`src/rtl/nandgate_arbiter.sv`:
```
// ---------------------------------------------------------------------------
// nandgate_arbiter
//
// Shares one bitwise-NAND datapath (module nandgate, defined below) among
// NREQ requesters using round-robin arbitration. Each transaction runs
// IDLE (grant) -> CALC (compute) -> RESP (hold until accepted).
//
// Parameters:
//   WIDTH  operand/result width
//   NREQ   number of requesters (2..8)
//   IDW    response ID width (2**IDW >= NREQ)
//
// Ports:
//   clk        rising-edge clock
//   rst_n      asynchronous active-low reset
//   req_valid  [NREQ]        per-requester operand pair pending
//   req_a      [NREQ*WIDTH]  operand A, requester i at [i*WIDTH +: WIDTH]
//   req_b      [NREQ*WIDTH]  operand B, same packing
//   req_ready  [NREQ]        one-hot grant (combinational, IDLE only)
//   rsp_valid                result available
//   rsp_ready                consumer accepts result
//   rsp_data   [WIDTH]       ~(a & b) of the granted pair
//   rsp_id     [IDW]         index of the requester that produced rsp_data
//   busy                     high whenever the FSM is not in IDLE
//   busy_cnt   [32]          saturating count of non-IDLE cycles; present
//                            only when NANDGATE_ARB_BUSYCNT_EN is defined
// ---------------------------------------------------------------------------

module nandgate #(
  parameter int WIDTH = 32
) (
  input  logic [WIDTH-1:0] a,
  input  logic [WIDTH-1:0] b,
  output logic [WIDTH-1:0] y
);

  assign y = ~(a & b);

endmodule

module nandgate_arbiter #(
  parameter int WIDTH = 32,
  parameter int NREQ  = 4,
  parameter int IDW   = 2
) (
  input  logic                  clk,
  input  logic                  rst_n,
  input  logic [NREQ-1:0]       req_valid,
  input  logic [NREQ*WIDTH-1:0] req_a,
  input  logic [NREQ*WIDTH-1:0] req_b,
  output logic [NREQ-1:0]       req_ready,
  output logic                  rsp_valid,
  input  logic                  rsp_ready,
  output logic [WIDTH-1:0]      rsp_data,
  output logic [IDW-1:0]        rsp_id,
  output logic                  busy
`ifdef NANDGATE_ARB_BUSYCNT_EN
  ,
  output logic [31:0]           busy_cnt
`endif
);

  localparam logic [1:0] IDLE = 2'd0;
  localparam logic [1:0] CALC = 2'd1;
  localparam logic [1:0] RESP = 2'd2;

  logic [1:0]       state;
  logic [IDW-1:0]   ptr;
  logic [IDW-1:0]   id_q;
  logic [WIDTH-1:0] op_a;
  logic [WIDTH-1:0] op_b;
  logic [WIDTH-1:0] nand_y;

  logic             found;
  logic [IDW-1:0]   winner;
  logic [IDW-1:0]   cand;
  logic [WIDTH-1:0] sel_a;
  logic [WIDTH-1:0] sel_b;

  // Round-robin search: first valid requester at or above ptr, wrapping.
  always_comb begin
    found  = 1'b0;
    winner = '0;
    cand   = '0;
    for (int k = 0; k < NREQ; k++) begin
      cand   = IDW'((int'(ptr) + k) % NREQ);
      // Only the first hit in search order may update the winner.
      winner = (!found && req_valid[cand]) ? cand : winner;
      found  = found | req_valid[cand];
    end
  end

  // Operand select for the current winner.
  always_comb begin
    sel_a = '0;
    sel_b = '0;
    for (int i = 0; i < NREQ; i++) begin
      sel_a = (winner == IDW'(i)) ? req_a[i*WIDTH +: WIDTH] : sel_a;
      sel_b = (winner == IDW'(i)) ? req_b[i*WIDTH +: WIDTH] : sel_b;
    end
  end

  // One-hot grant, only in IDLE; held low while reset is asserted.
  always_comb begin
    req_ready = '0;
    for (int i = 0; i < NREQ; i++) begin
      req_ready[i] = rst_n & found & (state == IDLE) & (winner == IDW'(i));
    end
  end

  nandgate #(.WIDTH(WIDTH)) u_nandgate (
    .a (op_a),
    .b (op_b),
    .y (nand_y)
  );

  // Transaction FSM, round-robin pointer, granted ID and busy flag.
  always_ff @(posedge clk or negedge rst_n) begin
    if (!rst_n) begin
      state <= IDLE;
      ptr   <= '0;
      id_q  <= '0;
      busy  <= 1'b0;
    end else begin
      case (state)
        IDLE: begin
          if (found) begin
            state <= CALC;
            id_q  <= winner;
            busy  <= 1'b1;
          end else begin
            state <= IDLE;
          end
        end
        CALC: begin
          state <= RESP;
        end
        RESP: begin
          if (rsp_ready) begin
            state <= IDLE;
            busy  <= 1'b0;
            // Next search starts just past the requester we served.
            ptr   <= (id_q == IDW'(NREQ - 1)) ? '0 : id_q + IDW'(1);
          end else begin
            state <= RESP;
          end
        end
        default: begin
          state <= IDLE;
          busy  <= 1'b0;
        end
      endcase
    end
  end

  // Operand registers, loaded on the grant edge.
  always_ff @(posedge clk or negedge rst_n) begin
    if (!rst_n) begin
      op_a <= '0;
      op_b <= '0;
    end else if (state == IDLE && found) begin
      op_a <= sel_a;
      op_b <= sel_b;
    end
  end

  // Response registers: captured in CALC, held in RESP until accepted.
  always_ff @(posedge clk or negedge rst_n) begin
    if (!rst_n) begin
      rsp_valid <= 1'b0;
      rsp_data  <= '0;
      rsp_id    <= '0;
    end else begin
      case (state)
        CALC: begin
          rsp_valid <= 1'b1;
          rsp_data  <= nand_y;
          rsp_id    <= id_q;
        end
        RESP: begin
          if (rsp_ready) begin
            rsp_valid <= 1'b0;
          end
        end
        default: begin
          rsp_valid <= 1'b0;
        end
      endcase
    end
  end

`ifdef NANDGATE_ARB_BUSYCNT_EN
  // Saturating count of edges spent outside IDLE.
  always_ff @(posedge clk or negedge rst_n) begin
    if (!rst_n) begin
      busy_cnt <= 32'd0;
    end else if (state != IDLE && busy_cnt != 32'hFFFF_FFFF) begin
      busy_cnt <= busy_cnt + 32'd1;
    end
  end
`endif

endmodule

```
`config.mk`:
```
export PLATFORM = sky130hd
export DESIGN_NAME = nandgate_arbiter
export DESIGN_NICKNAME = d
export VERILOG_FILES = /design/src/rtl/nandgate_arbiter.sv
export SDC_FILE = /design/constraint.sdc
export NUM_CORES = 1
export LEC_CHECK = 0
export BUFFER_PORTS_ARGS = -buffer_cell sky130_fd_sc_hd__clkbuf_2
export CORE_ASPECT_RATIO = 0.5
export CORE_MARGIN = 2
export CORE_UTILIZATION = 47
export CTS_BUF_LIST = sky130_fd_sc_hd__clkbuf_16
export DETAILED_ROUTE_END_ITERATION = 6
export GPL_ROUTABILITY_DRIVEN = 0
export PLACE_DENSITY = 0.83
export SETUP_SLACK_MARGIN = 0.15
export SYNTH_ARGS = -nofsm -noshare
export SYNTH_HDL_FRONTEND = slang
export SYNTH_SLANG_ARGS = --single-unit
```
`constraint.sdc`:
```
create_clock -name clk -period 2.7 [get_ports clk]
set_input_delay 0.135 -clock clk [delete_from_list [all_inputs] [get_ports clk]]
set_output_delay 0.135 -clock clk [all_outputs]
set_load 0.05 [all_outputs]
```
==> reports/results.ini <==
[status]
outcome = finished clean

[detailed_routing]
first_pass_iters = 5
wl_um = 21300
postRouteAntennaNets = 0
vias_per_cell = 6.14
route.detailed.drc = 0
initialDrtViolationCount = 569
num_vias = 6430
avgRoutedWirePerCell_um = 20.3

[timing]
hold_viol = 0
fin_crit_ns = 2.46
finalCritPeriodShare_pct = 91.0
tns_ns = 0
finalMaxSlewViolations = 0
slew_headroom_pct = 45.1
setup_viol = 0
skew_ns = 0.00923
worstMarginPinSlew_ns = 0.824
max_freq_mhz = 407
whs_ns = 0.106
rsz0062_at_grt = yes
final.setup.worst_slack_ns = 0.244

[worst_setup_path]
startpoint_type = flop
slowest_delay_ns = 0.68
crit_arrival_ns = 2.32
required_ns = 2.57
cp_max_fo = 39
critPathCaptureType = primary output
critPathKind = reg2out
cpMostUsedCell = nand3_1
path_cells = nand2_1 -> or2_2 -> nand3_1 -> nand3_1 -> nor2_1 -> clkbuf_2
slowest_stage = or2_2

[global_routing]
overflow = 0
grt_start_max_net_pins = 65
grt_first_pass_wirelength_um = 32700
antenna_found_initial = 0
grt_usage_pct = 29.2
grt_pass1_vias = 6210

[run]
maxCapViolCount = 0

[cells_and_area]
utilization_pct = 64.2
insertedDiodeCount = 0
area_growth_pct = 32.3
n_fill_cell = 1047
nNetsFinal = 1137
final_layout_size_suffix_gt1_share_pct = 42.5

[yosys]
ys.flop_type = dfrtp_1
synth_common_cells = dfrtp_1, nor2_1, a211oi_1, a21oi_1, o31ai_1
syn_area_um2 = 6200
async_flop_share_pct = 100
synth_area_leaders = dfrtp_1, a221o_1, mux2_1, a211oi_1, o31ai_1
yosysTopAreaCellShare_pct = 42.8
ys_seq_area_share_pct = 42.8
ys_warn_count = 0
synthDistinctLibCells = 40
synth_fp_nets = 872
synth-seq-cells = 106
yosysMostFrequentCell = dfrtp_1
synth_cells = 608
synth_edf_count = 0
yosysTopAreaCell = dfrtp_1
syn_area_per_cell_um2 = 10.2

[floorplan]
coreArea_um2 = 12800
fp-row-count = 29
dieHeight_um = 85.2
die_x_um = 166
ios = 303
dieArea_um2 = 14200
initial_core_util_pct = 48.5

[clocking]
cts_tree = built
h-tree-depth = 3
insertion_delay_ns = 0.34
cts-buffers-inserted = 9
clock-root-buffer = clkbuf_16
clock_path_buffers = 2
clock-sinks = 106
clk_pin_slew_ns = 0.07

[power]
p_leak_nw = 3.76
vdd.ir_drop.worst_mv = 0.640
total_power_w = 0.00913
powerDensity_nw_per_um2 = 1110

[placement]
hpwl_um = 15600
io_buffers = 302
pre_cts_ws_ns = 0.348

[hold_path]
hold_path_class = in2reg

## timing repair
action                                  in CTS  in global routing
hold buffers                                 1                  0
pin swaps                                    0                  0
endpoints found under the hold margin      106                  0
gates resized for setup                      4                  7
setup buffers                                0                  0
endpoints found under the setup margin       2                  4
## per-layer routing
layer  global-route usage [%]  share of wire, %  vias up
met5                        0                 0        -
met4                     9.56               2.9        0
met3                     5.46               6.9       51
met2                     47.7                48      315
met1                     39.9                43     3139
li1                         -                 -     2925
## flip-flops by register name, indices dropped and copies added, names as in the netlist
register and flops:
busy 1, id_q 2, op_a 32, op_b 32, ptr 2, rsp_data 32
rsp_id 2, rsp_valid 1, state 2
## where the power goes
group          leakage (nW)  switching (W)  internal, W  total [W]
clock network         0.159       0.000593     0.000905    0.00150
logic                  2.41        0.00296      0.00175    0.00471
registers              1.19       0.000579      0.00234    0.00292
total                  3.76        0.00414      0.00499    0.00913
## worst max-delay path, delay by kind of cell, from the launching register on
| family | cells | cell delay, ns |
|---|---|---|
| simple gates | 5 | 1.28 |
| buf+inv | 1 | 0.25 |
| flops | 1 | 0.46 |
## cell usage in the layout (no fill, tap or decap), drive strengths merged
cell type	count
nand3	3
o31ai	39
clkinv	2
o31a	26
clkinvlp	2
nand4	38
clkbuf	310
o21a	1
o21ai	2
a21o	3
dlygate4sd3	1
or2	3
o21bai	1
nand3b	1
nor4	1
or3	1
nor3	1
a21oi	39
mux2i	27
o211ai	1
inv	2
mux2	41
nor2b	2
nand2	5
a21boi	1
a221o	38
o22a	1
dfrtp	106
a211oi	52
nor3b	1
bufinv	3
o22ai	1
nor2	65
a31oi	32
ha	1
buf	24
nand2b	1
## path summary, 6_finish.rpt
| kind | start | endpoint | slack (ns) | cells past startpoint |
|---|---|---|---|---|
| worst max register to register | ptr[1] | op_b[22] | 0.41 | 7 |
| min in group asynchronous | rst_n | op_b[2] | 0.48 | 3 |
| worst max-delay path | ptr[1] | req_ready[2] | 0.24 | 6 |
| max in group asynchronous | rst_n | ptr[1] | 1.71 | 3 |
| worst min register to register | op_b[20] | rsp_data[20] | 0.45 | 1 |
| worst min-delay path | req_a[28] | op_a[28] | 0.11 | 3 |
## cell type report
type	instances	area [um^2]	share of cell area (%)
multi-input combinational	428	3230	39.3
tap	170	213	2.59
clock buffer	9	225	2.75
inverter	2	7.51	0.0915
clock inverter	7	118	1.43
sequential	106	2650	32.4
timing repair buffer	326	1760	21.4
## per-stage QoR
stage / std cells / instance area [um^2]
final: 1048 / 8200
after detailed placement: 1031 / 7810
after CTS: 1048 / 8170
after global routing: 1048 / 8200
after global placement: 1031 / 7810
after floorplan: 608 / 6200
## kinds of logic after synthesis
family | count (synthesis) | share of synthesized area [%]
AO/OA/AOI/OAI | 237 | 29.4
adder cells (fa/ha/maj) | 1 | 0.202
buffers and inverters | 74 | 6.28
flip-flops | 106 | 42.8
multiplexers | 68 | 11.8
AND/OR/NAND/NOR | 122 | 9.57
Power figures use the tool's default switching activity.
